$ cat src/rtl/trap_ctrl_if.sv
// trap_ctrl_if: commit, CSR and fetch-redirect signals of the trap sequencer.
interface trap_ctrl_if #(parameter int MXLEN = 64);
    logic             commit_valid;
    logic [MXLEN-1:0] commit_pc;
    logic             exc_valid;
    logic [5:0]       exc_cause;
    logic [MXLEN-1:0] exc_tval;
    logic             mret_valid;
    logic [MXLEN-1:0] mstatus_i;
    logic [MXLEN-1:0] mie_i;
    logic [MXLEN-1:0] mip_i;
    logic [MXLEN-1:0] mtvec_i;
    logic [MXLEN-1:0] mepc_i;
    logic             pipe_idle;
    logic             redirect_ready;
    logic             busy;
    logic             flush;
    logic             csr_we;
    logic [MXLEN-1:0] mepc_o;
    logic [MXLEN-1:0] mcause_o;
    logic [MXLEN-1:0] mtval_o;
    logic [MXLEN-1:0] mstatus_o;
    logic             redirect_valid;
    logic [MXLEN-1:0] redirect_pc;
    logic [1:0]       priv_o;

    modport master (
        output commit_valid, commit_pc, exc_valid, exc_cause, exc_tval, mret_valid,
               mstatus_i, mie_i, mip_i, mtvec_i, mepc_i, pipe_idle, redirect_ready,
        input  busy, flush, csr_we, mepc_o, mcause_o, mtval_o, mstatus_o,
               redirect_valid, redirect_pc, priv_o
    );
    modport slave (
        input  commit_valid, commit_pc, exc_valid, exc_cause, exc_tval, mret_valid,
               mstatus_i, mie_i, mip_i, mtvec_i, mepc_i, pipe_idle, redirect_ready,
        output busy, flush, csr_we, mepc_o, mcause_o, mtval_o, mstatus_o,
               redirect_valid, redirect_pc, priv_o
    );
endinterface

$ cat src/rtl/trap_ctrl.sv
// trap_ctrl: M-mode trap/MRET sequencer; drains, writes trap CSRs in one cycle, redirects fetch.
module trap_ctrl #(
    parameter int               MXLEN            = 64,
    parameter logic [1:0]       RESET_PRIV       = 2'b11,
    parameter logic [MXLEN-1:0] MTVEC_ALIGN_MASK = ~MXLEN'(3)
) (
    input  logic clk,
    input  logic reset_n,
    trap_ctrl_if.slave bus
);
    typedef enum logic [1:0] {IDLE, DRAIN, WRITE, REDIRECT} state_t;
    state_t           state_q, state_d;
    logic [1:0]       priv_q, priv_d;
    logic             mret_q, mret_d, irq_q, irq_d;
    logic [5:0]       code_q, code_d;
    logic [MXLEN-1:0] pc_q, pc_d, tval_q, tval_d, rpc_q, rpc_d;
    logic [11:0]      pend;
    logic             irq, take;
    logic [5:0]       irq_code;
    logic [MXLEN-1:0] base, mst_trap, mst_mret;
    logic             unused_bits;

    assign unused_bits = ^{bus.mie_i[MXLEN-1:12], bus.mip_i[MXLEN-1:12]};
    assign pend        = bus.mie_i[11:0] & bus.mip_i[11:0] & 12'h888;
    assign irq         = (priv_q != 2'b11 || bus.mstatus_i[3]) && |pend;
    assign irq_code    = pend[11] ? 6'd11 : pend[3] ? 6'd3 : 6'd7;
    assign take        = bus.commit_valid && (irq || bus.exc_valid || bus.mret_valid);
    assign base        = bus.mtvec_i & MTVEC_ALIGN_MASK;

    // mstatus MIE=3, MPIE=7, MPP=12:11
    always_comb begin
        mst_trap        = bus.mstatus_i;
        mst_trap[7]     = bus.mstatus_i[3];
        mst_trap[3]     = 1'b0;
        mst_trap[12:11] = priv_q;
        mst_mret        = bus.mstatus_i;
        mst_mret[3]     = bus.mstatus_i[7];
        mst_mret[7]     = 1'b1;
        mst_mret[12:11] = 2'b00;
    end

    always_comb begin
        state_d = state_q;
        priv_d  = priv_q;
        mret_d  = mret_q;
        irq_d   = irq_q;
        code_d  = code_q;
        pc_d    = pc_q;
        tval_d  = tval_q;
        rpc_d   = rpc_q;
        case (state_q)
            IDLE: if (take) begin
                state_d = DRAIN;
                irq_d   = irq;
                mret_d  = !irq && !bus.exc_valid;
                code_d  = irq ? irq_code : bus.exc_cause;
                pc_d    = bus.commit_pc;
                tval_d  = irq ? '0 : bus.exc_tval;
            end
            DRAIN: if (bus.pipe_idle) state_d = WRITE;
            WRITE: begin
                state_d = REDIRECT;
                priv_d  = mret_q ? bus.mstatus_i[12:11] : 2'b11;
                rpc_d   = mret_q ? {bus.mepc_i[MXLEN-1:2], 2'b00}
                        : (irq_q && bus.mtvec_i[1:0] == 2'b01) ? base + MXLEN'({code_q, 2'b00}) : base;
            end
            REDIRECT: if (bus.redirect_ready) state_d = IDLE;
            default: state_d = IDLE;
        endcase
    end

    always_ff @(posedge clk or negedge reset_n) begin
        if (!reset_n) begin
            state_q <= IDLE;
            priv_q  <= RESET_PRIV;
            mret_q  <= 1'b0;
            irq_q   <= 1'b0;
            code_q  <= '0;
            pc_q    <= '0;
            tval_q  <= '0;
            rpc_q   <= '0;
        end else begin
            state_q <= state_d;
            priv_q  <= priv_d;
            mret_q  <= mret_d;
            irq_q   <= irq_d;
            code_q  <= code_d;
            pc_q    <= pc_d;
            tval_q  <= tval_d;
            rpc_q   <= rpc_d;
        end
    end

    // Outputs decode from state so an async reset silences them immediately
    assign bus.busy           = state_q != IDLE;
    assign bus.flush          = state_q == IDLE && take;
    assign bus.csr_we         = state_q == WRITE;
    assign bus.mepc_o         = !bus.csr_we ? '0 : mret_q ? bus.mepc_i : pc_q;
    assign bus.mcause_o       = bus.csr_we && !mret_q ? {irq_q, {(MXLEN-7){1'b0}}, code_q} : '0;
    assign bus.mtval_o        = bus.csr_we && !mret_q ? tval_q : '0;
    assign bus.mstatus_o      = !bus.csr_we ? '0 : mret_q ? mst_mret : mst_trap;
    assign bus.redirect_valid = state_q == REDIRECT;
    assign bus.redirect_pc    = bus.redirect_valid ? rpc_q : '0;
    assign bus.priv_o         = priv_q;
endmodule

$ cat src/flat_wrapper.sv
// flat-port wrapper written by rule: the top's interface ports become plain ports
module trap_ctrl_flat 
#(
    parameter int               MXLEN            = 64,
    parameter logic [1:0]       RESET_PRIV       = 2'b11,
    parameter logic [MXLEN-1:0] MTVEC_ALIGN_MASK = ~MXLEN'(3)
)
  (clk, reset_n, bus_commit_valid, bus_commit_pc, bus_exc_valid, bus_exc_cause, bus_exc_tval, bus_mret_valid, bus_mstatus_i, bus_mie_i, bus_mip_i, bus_mtvec_i, bus_mepc_i, bus_pipe_idle, bus_redirect_ready, bus_busy, bus_flush, bus_csr_we, bus_mepc_o, bus_mcause_o, bus_mtval_o, bus_mstatus_o, bus_redirect_valid, bus_redirect_pc, bus_priv_o);
  trap_ctrl_if #(.MXLEN(MXLEN)) bus_i ();
  input  logic clk;
  input  logic reset_n;
  input wire logic [$bits(bus_i.commit_valid)-1:0] bus_commit_valid;
  input wire logic [$bits(bus_i.commit_pc)-1:0] bus_commit_pc;
  input wire logic [$bits(bus_i.exc_valid)-1:0] bus_exc_valid;
  input wire logic [$bits(bus_i.exc_cause)-1:0] bus_exc_cause;
  input wire logic [$bits(bus_i.exc_tval)-1:0] bus_exc_tval;
  input wire logic [$bits(bus_i.mret_valid)-1:0] bus_mret_valid;
  input wire logic [$bits(bus_i.mstatus_i)-1:0] bus_mstatus_i;
  input wire logic [$bits(bus_i.mie_i)-1:0] bus_mie_i;
  input wire logic [$bits(bus_i.mip_i)-1:0] bus_mip_i;
  input wire logic [$bits(bus_i.mtvec_i)-1:0] bus_mtvec_i;
  input wire logic [$bits(bus_i.mepc_i)-1:0] bus_mepc_i;
  input wire logic [$bits(bus_i.pipe_idle)-1:0] bus_pipe_idle;
  input wire logic [$bits(bus_i.redirect_ready)-1:0] bus_redirect_ready;
  output wire logic [$bits(bus_i.busy)-1:0] bus_busy;
  output wire logic [$bits(bus_i.flush)-1:0] bus_flush;
  output wire logic [$bits(bus_i.csr_we)-1:0] bus_csr_we;
  output wire logic [$bits(bus_i.mepc_o)-1:0] bus_mepc_o;
  output wire logic [$bits(bus_i.mcause_o)-1:0] bus_mcause_o;
  output wire logic [$bits(bus_i.mtval_o)-1:0] bus_mtval_o;
  output wire logic [$bits(bus_i.mstatus_o)-1:0] bus_mstatus_o;
  output wire logic [$bits(bus_i.redirect_valid)-1:0] bus_redirect_valid;
  output wire logic [$bits(bus_i.redirect_pc)-1:0] bus_redirect_pc;
  output wire logic [$bits(bus_i.priv_o)-1:0] bus_priv_o;
  assign bus_i.commit_valid = bus_commit_valid;
  assign bus_i.commit_pc = bus_commit_pc;
  assign bus_i.exc_valid = bus_exc_valid;
  assign bus_i.exc_cause = bus_exc_cause;
  assign bus_i.exc_tval = bus_exc_tval;
  assign bus_i.mret_valid = bus_mret_valid;
  assign bus_i.mstatus_i = bus_mstatus_i;
  assign bus_i.mie_i = bus_mie_i;
  assign bus_i.mip_i = bus_mip_i;
  assign bus_i.mtvec_i = bus_mtvec_i;
  assign bus_i.mepc_i = bus_mepc_i;
  assign bus_i.pipe_idle = bus_pipe_idle;
  assign bus_i.redirect_ready = bus_redirect_ready;
  assign bus_busy = bus_i.busy;
  assign bus_flush = bus_i.flush;
  assign bus_csr_we = bus_i.csr_we;
  assign bus_mepc_o = bus_i.mepc_o;
  assign bus_mcause_o = bus_i.mcause_o;
  assign bus_mtval_o = bus_i.mtval_o;
  assign bus_mstatus_o = bus_i.mstatus_o;
  assign bus_redirect_valid = bus_i.redirect_valid;
  assign bus_redirect_pc = bus_i.redirect_pc;
  assign bus_priv_o = bus_i.priv_o;
  trap_ctrl #(.MXLEN(MXLEN), .RESET_PRIV(RESET_PRIV), .MTVEC_ALIGN_MASK(MTVEC_ALIGN_MASK)) u_core (.clk(clk), .reset_n(reset_n), .bus(bus_i));
endmodule
$ cat config.mk
export PLATFORM = sky130hd
export DESIGN_NAME = trap_ctrl_flat
export DESIGN_NICKNAME = d
export VERILOG_FILES = /design/src/rtl/trap_ctrl_if.sv /design/src/rtl/trap_ctrl.sv /design/src/flat_wrapper.sv
export SDC_FILE = /design/constraint.sdc
export NUM_CORES = 1
export LEC_CHECK = 0
export CORE_AREA = 2 2 303 305
export DETAILED_ROUTE_END_ITERATION = 10
export DIE_AREA = 0 0 305 307
export SYNTH_ARGS = -nofsm -noshare
export SYNTH_HDL_FRONTEND = slang
export SYNTH_SLANG_ARGS = --single-unit
$ cat constraint.sdc
create_clock -name clk -period 2.56 [get_ports clk]
set_input_delay 0.512 -clock clk [delete_from_list [all_inputs] [get_ports clk]]
set_output_delay 0.512 -clock clk [all_outputs]
set_load 0.005 [all_outputs]
==> Word-level counts from Yosys, hierarchy flattened <==
Cells that the tools add are included.
{ "op_classes": {"mux": 18, "reduce_logical": 17, "n_eq_ne": 8, "n_addsub": 1, "bitwise": 1} }
{ "op_table": {"columns": ["op", "n"], "rows": [
  ["$mux W64", 9],
  ["$add A64 B8 Y64", 1],
  ["$mux W13", 1],
  ["$and A12 B12 Y12", 1],
  ["$mux W6", 2],
  ["$mux W2", 4],
  ["$pmux W2 S4", 1],
  ["$logic_and A1 B1 Y1", 6],
  ["$ne A2 B2 Y1 const B", 3],
  ["$eq A2 B1 Y1 const B", 2],
  ["$eq A2 B2 Y1 const B", 2],
  ["$logic_not A1 Y1", 3],
  ["$logic_or A1 B1 Y1", 3],
  ["$mux W3", 1],
  ["$reduce_and A3 Y1", 1],
  ["$reduce_or A3 Y1", 1],
  ["$logic_not A2 Y1", 1],
  ["$ne A2 B1 Y1 const B", 1],
  ["$reduce_and A2 Y1", 1],
  ["$reduce_bool A2 Y1", 1]
]} }
{ "totals": {"output_inout_bits": 326, "regBits": 204, "wordCells": 53, "in_bits": 461} }

==> Logic depth before layout (Yosys ltp) <==
{ "depth": {"word_depth": 8, "ltp_mapped": 10} }

==> Least setup slack after synthesis <==
Ideal clock, no wire load.
{ "synth_timing": {"path_kind": "input-to-reg", "startpoint": "input bus_mtvec_i[5]", "endpoint": "register u_core.rpc_q[27]", "t_arrival_ns": 2.258, "stages": 7, "n_path_buf": 0, "required_ns": 2.433, "slack_ns": 0.175, "cell_sequence": "ha_1 a21o_1 a21oi_1 o221a_2 or4b_2 mux2i_1 nand3_1"} }
{ "synth_between": {"elab_chain_cells": 3} }
{ "synth_lines": {"columns": ["element", "line", "source"], "rows": [
  ["start, declared", "flat_wrapper.sv:21", "input wire logic [$bits(bus_i.mtvec_i)-1:0] bus_mtvec_i;"],
  ["$add A64 B8 Y64", "trap_ctrl.sv:65", ": (irq_q && bus.mtvec_i[1:0] == 2'b01) ? base + MXLEN'({code_q, 2'b00}) : base;"],
  ["$mux W64", "trap_ctrl.sv:65", null],
  ["$mux W64", "trap_ctrl.sv:64", "rpc_d = mret_q ? {bus.mepc_i[MXLEN-1:2], 2'b00}"],
  ["end signal, assigned", "trap_ctrl.sv:90", "rpc_q <= rpc_d;"],
  ["end, declared", "trap_ctrl.sv:16", "logic [MXLEN-1:0] pc_q, pc_d, tval_q, tval_d, rpc_q, rpc_d;"]
]} }
No other way between the ends.
A chain may end at the register's enable or synchronous reset.

==> Final worst setup path <==
{ "layout_timing": {"startpoint": "register u_core.state_q[0]", "endpoint": "output bus_mepc_o[16]"} }
{ "layout_between": {"elab_chain_cells": 2} }
{ "layout_lines": {"columns": ["element", "line", "source"], "rows": [
  ["start, declared", "trap_ctrl.sv:12", "state_t state_q, state_d;"],
  ["start signal, assigned", "trap_ctrl.sv:83", "state_q <= state_d;"],
  ["$eq A2 B2 Y1", "trap_ctrl.sv:97", "assign bus.csr_we = state_q == WRITE;"],
  ["$mux W64", "trap_ctrl.sv:98", "assign bus.mepc_o = !bus.csr_we ? '0 : mret_q ? bus.mepc_i : pc_q;"],
  ["end, declared", "flat_wrapper.sv:28", "output wire logic [$bits(bus_i.mepc_o)-1:0] bus_mepc_o;"]
]} }
No other way between the ends.

==> flow_metrics.tcl <==
set metrics [dict create \
    status "finished with violations" \
    violations "setup timing" \
    powerDensity_nw_per_um2 1030 \
    cts_buffer_depth 3 \
    grt_pass1_wl_um 104000 \
    track_usage_pct 15.2 \
    synth_flop_cell "dfrtp_1" \
    synth.area.top_cells "dfrtp_1 40%, nand2_1 14%, and2_1 6.3%" \
    die_h_um 307 \
    stdcell_area_um2 24200 \
    synth_top_area_share_pct 40.1 \
    final.min_clock_period_ns 2.69 \
    postSynthCellCount 1593 \
    row_count 111 \
    layout.nets 2871 \
    grt-ovfl-total 0 \
    synth-edff-count 0 \
    die_area_um2 93600 \
    diodes 0 \
    first_pass_iters 5 \
    path_max_fanout 8 \
    first_iter_violations 820 \
    ys_ff_latch 202 \
    start_kind "flip-flop" \
    slew_violations 0 \
    hold_violations 0 \
    synth_mux_area_share_pct 3.67 \
    peakVddDrop_mv 0.533 \
    worstPathArrival_ns 2.17 \
    synth_compound_area_share_pct 9.21 \
    wl_per_cell_um 21.4 \
    drive_gt1_share_pct 27.3 \
    port_buffers 605 \
    endpoint_kind "output port" \
    post-route-period-util_pct 105 \
    viasPerCell 4.07 \
    area.growth.synth_to_final_pct 93.8 \
    relSlewSlack_pct 58.2 \
    cts_buffers 29 \
    skew_ns 0.0268 \
    gp_congestion 0.828 \
    dp_slack_ns -0.809 \
    place_area_um2 21000 \
    netlist_top_cells_count "462 x nand2_1, 200 x dfrtp_1, 126 x and2_1" \
    yosys.area_share.xor_xnor_pct 2.74 \
    finalSetupViolCount 96 \
    syn-cell-area_um2 12500 \
    clk_pin_slew_ns 0.06 \
    power_leakage_nw 11.9 \
    rsz0062_at_grt "true" \
    critPathRequiredTime_ns 2.05 \
    ys_types 66 \
    cts_root_buffer "clkbuf_16" \
    core_area_um2 90700 \
    async_flop_share_pct 100 \
    grt_pass1_vias 14700 \
    h-tree-depth 1 \
    yosys.area_share.simple_pct 34.7 \
    clk_latency_ns 0.60 \
    critPathKind "flip-flop to output port" \
    drt_wl_total_um 77200 \
    grt_start_max_net_pins 70 \
    drcViolationCount 0 \
    start_util_pct 13.7 \
    setup_ws_ns -0.126 \
    fill_cells 9800 \
    synth_area_per_cell_um2 7.83 \
    drtAntennaViolNets 0 \
    min_path_type "input port to flip-flop" \
    ioPinCount 787 \
    synthAdderAreaFrac_pct 1.26 \
    finalPower_w 0.0249 \
    cts_sinks 202 \
    yosysTopAreaCell "dfrtp_1" \
    hpwlAfterDp_um 55900 \
    ys_warn_count 0 \
    synth_top_family_by_area "simple AND/OR/NAND/NOR gates" \
    antenna_found_initial 19 \
    hold_slack_ns 0.432 \
    timing.fmax_mhz 372 \
    yosys.cell_count.top_type "nand2_1" \
    tightest_slew_ns 0.626 \
    finalSetupTns_ns -4.75 \
    die_w_um 305 \
    num_vias 14700 \
    drv_cap 0 \
    cts_tree "yes" \
    yosysSeqAreaShare_pct 40.6 \
]
==> state kept, by name, indices dropped and copies added, names as in the netlist <==
register           count
u_core.bus.priv_o      2
u_core.code_q          6
u_core.irq_q           1
u_core.mret_q          1
u_core.pc_q           64
u_core.rpc_q          62
u_core.state_q         2
u_core.tval_q         64
==> cell families after synthesis <==
logic type,Yosys count
and+or+nand+nor,911
DFF,202
xor gates and xnor gates,39
other,1
muxes,45
adders and majority gates,12
AOI/OAI and AO/OA,193
buffers and inverters,190
==> routing by layer <==
layer / track usage, % / part of all wire, % / up-vias
li1: - / - / 6835
met1: 18.6 / 41 / 7035
met2: 25.9 / 47 / 680
met3: 4.42 / 8.4 / 111
met4: 4.42 / 2.9 / 30
met5: 0 / 0.24 / -
==> area by class of cell <==
type | instances | area [um^2] | share of cell area [%]
Timing Repair Buffer | 889 | 9130 | 37.8
Multi-Input combinational cell | 1259 | 7400 | 30.6
Sequential cell | 202 | 5070 | 21.0
Tap cell | 1186 | 1480 | 6.14
Clock buffer | 43 | 838 | 3.47
Clock inverter | 10 | 124 | 0.513
Inverter | 16 | 104 | 0.430
Timing Repair inverter | 1 | 16.3 | 0.0673
==> placed cells by master (no fill, tap or decap), drive strengths merged, types with 9 or more instances in the layout <==
| master | synthesis | final |
|---|---|---|
| and2 | 127 | 127 |
| dlygate4sd2 | 0 | 11 |
| dlymetal6s2s | 0 | 67 |
| a21oi | 52 | 52 |
| xnor2 | 30 | 30 |
| nor3 | 18 | 18 |
| clkbuf | 95 | 106 |
| clkdlybuf4s50 | 2 | 360 |
| inv | 16 | 18 |
| nand2 | 462 | 462 |
| nor4 | 19 | 19 |
| nand3 | 102 | 102 |
| dfrtp | 200 | 200 |
| mux2i | 39 | 39 |
| o21ai | 79 | 79 |
| conb | 1 | 59 |
| xor2 | 9 | 9 |
| a22oi | 13 | 13 |
| and3 | 83 | 83 |
| ha | 11 | 11 |
| buf | 76 | 368 |
| nand4 | 16 | 16 |
| clkdlybuf4s15 | 1 | 19 |
| nor2 | 59 | 59 |
==> critical path: stages, from the launching register on <==
cell and delay [ns]:
dfrtp_1 0.39, inv_2 0.08, ha_4 0.18, buf_12 0.17, clkinv_16 0.11, buf_16 0.18, buf_12 0.15, buf_6 0.11
nor2_4 0.06, buf_2 0.12
==> path summary, 6_finish.rpt <==
path	from	end	slack, ns	depth (start not counted)
max	u_core.state_q[0]$_DFFE_PN0P_	bus_mepc_o[16]	-0.13	9
min	bus_commit_pc[51]	u_core.pc_q[51]$_DFFE_PN0P_	0.43	3
max reg2reg	u_core.code_q[3]$_DFFE_PN0P_	u_core.rpc_q[27]$_DFFE_PN0P_	0.10	8
min reg2reg	u_core.tval_q[23]$_DFFE_PN0P_	u_core.tval_q[23]$_DFFE_PN0P_	0.46	2
max in group asynchronous	reset_n	u_core.rpc_q[56]$_DFFE_PN0P_	1.38	3
min in group asynchronous	reset_n	u_core.pc_q[52]$_DFFE_PN0P_	0.48	2
==> where the power goes <==
group | switching [W] | internal [W] | leakage, nW | total, W
Combinational | 0.00734 | 0.00762 | 8.92 | 0.0150
Clock | 0.00172 | 0.00246 | 0.468 | 0.00418
Sequential | 0.000982 | 0.00479 | 2.50 | 0.00577
Total | 0.0100 | 0.0149 | 11.9 | 0.0249
==> through the flow <==
step | instances | util [%]
after detailed placement | 3440 | 23.2
final | 3606 | 26.6
after CTS | 3557 | 25.4
after floorplan | 1651 | -
after global placement | 3440 | 23.2
after global routing | 3606 | 26.6
==> what timing repair did <==
| action | in CTS | in global routing |
|---|---|---|
| gates resized for setup | 531 | 459 |
| setup buffers | 52 | 43 |
| pin swaps | 8 | 29 |
| hold buffers | 1 | 0 |
| endpoints found under the setup margin | 280 | 279 |
| gates cloned | 13 | 13 |
| endpoints found under the hold margin | 49 | 0 |
(Power assumes the default switching activity.)
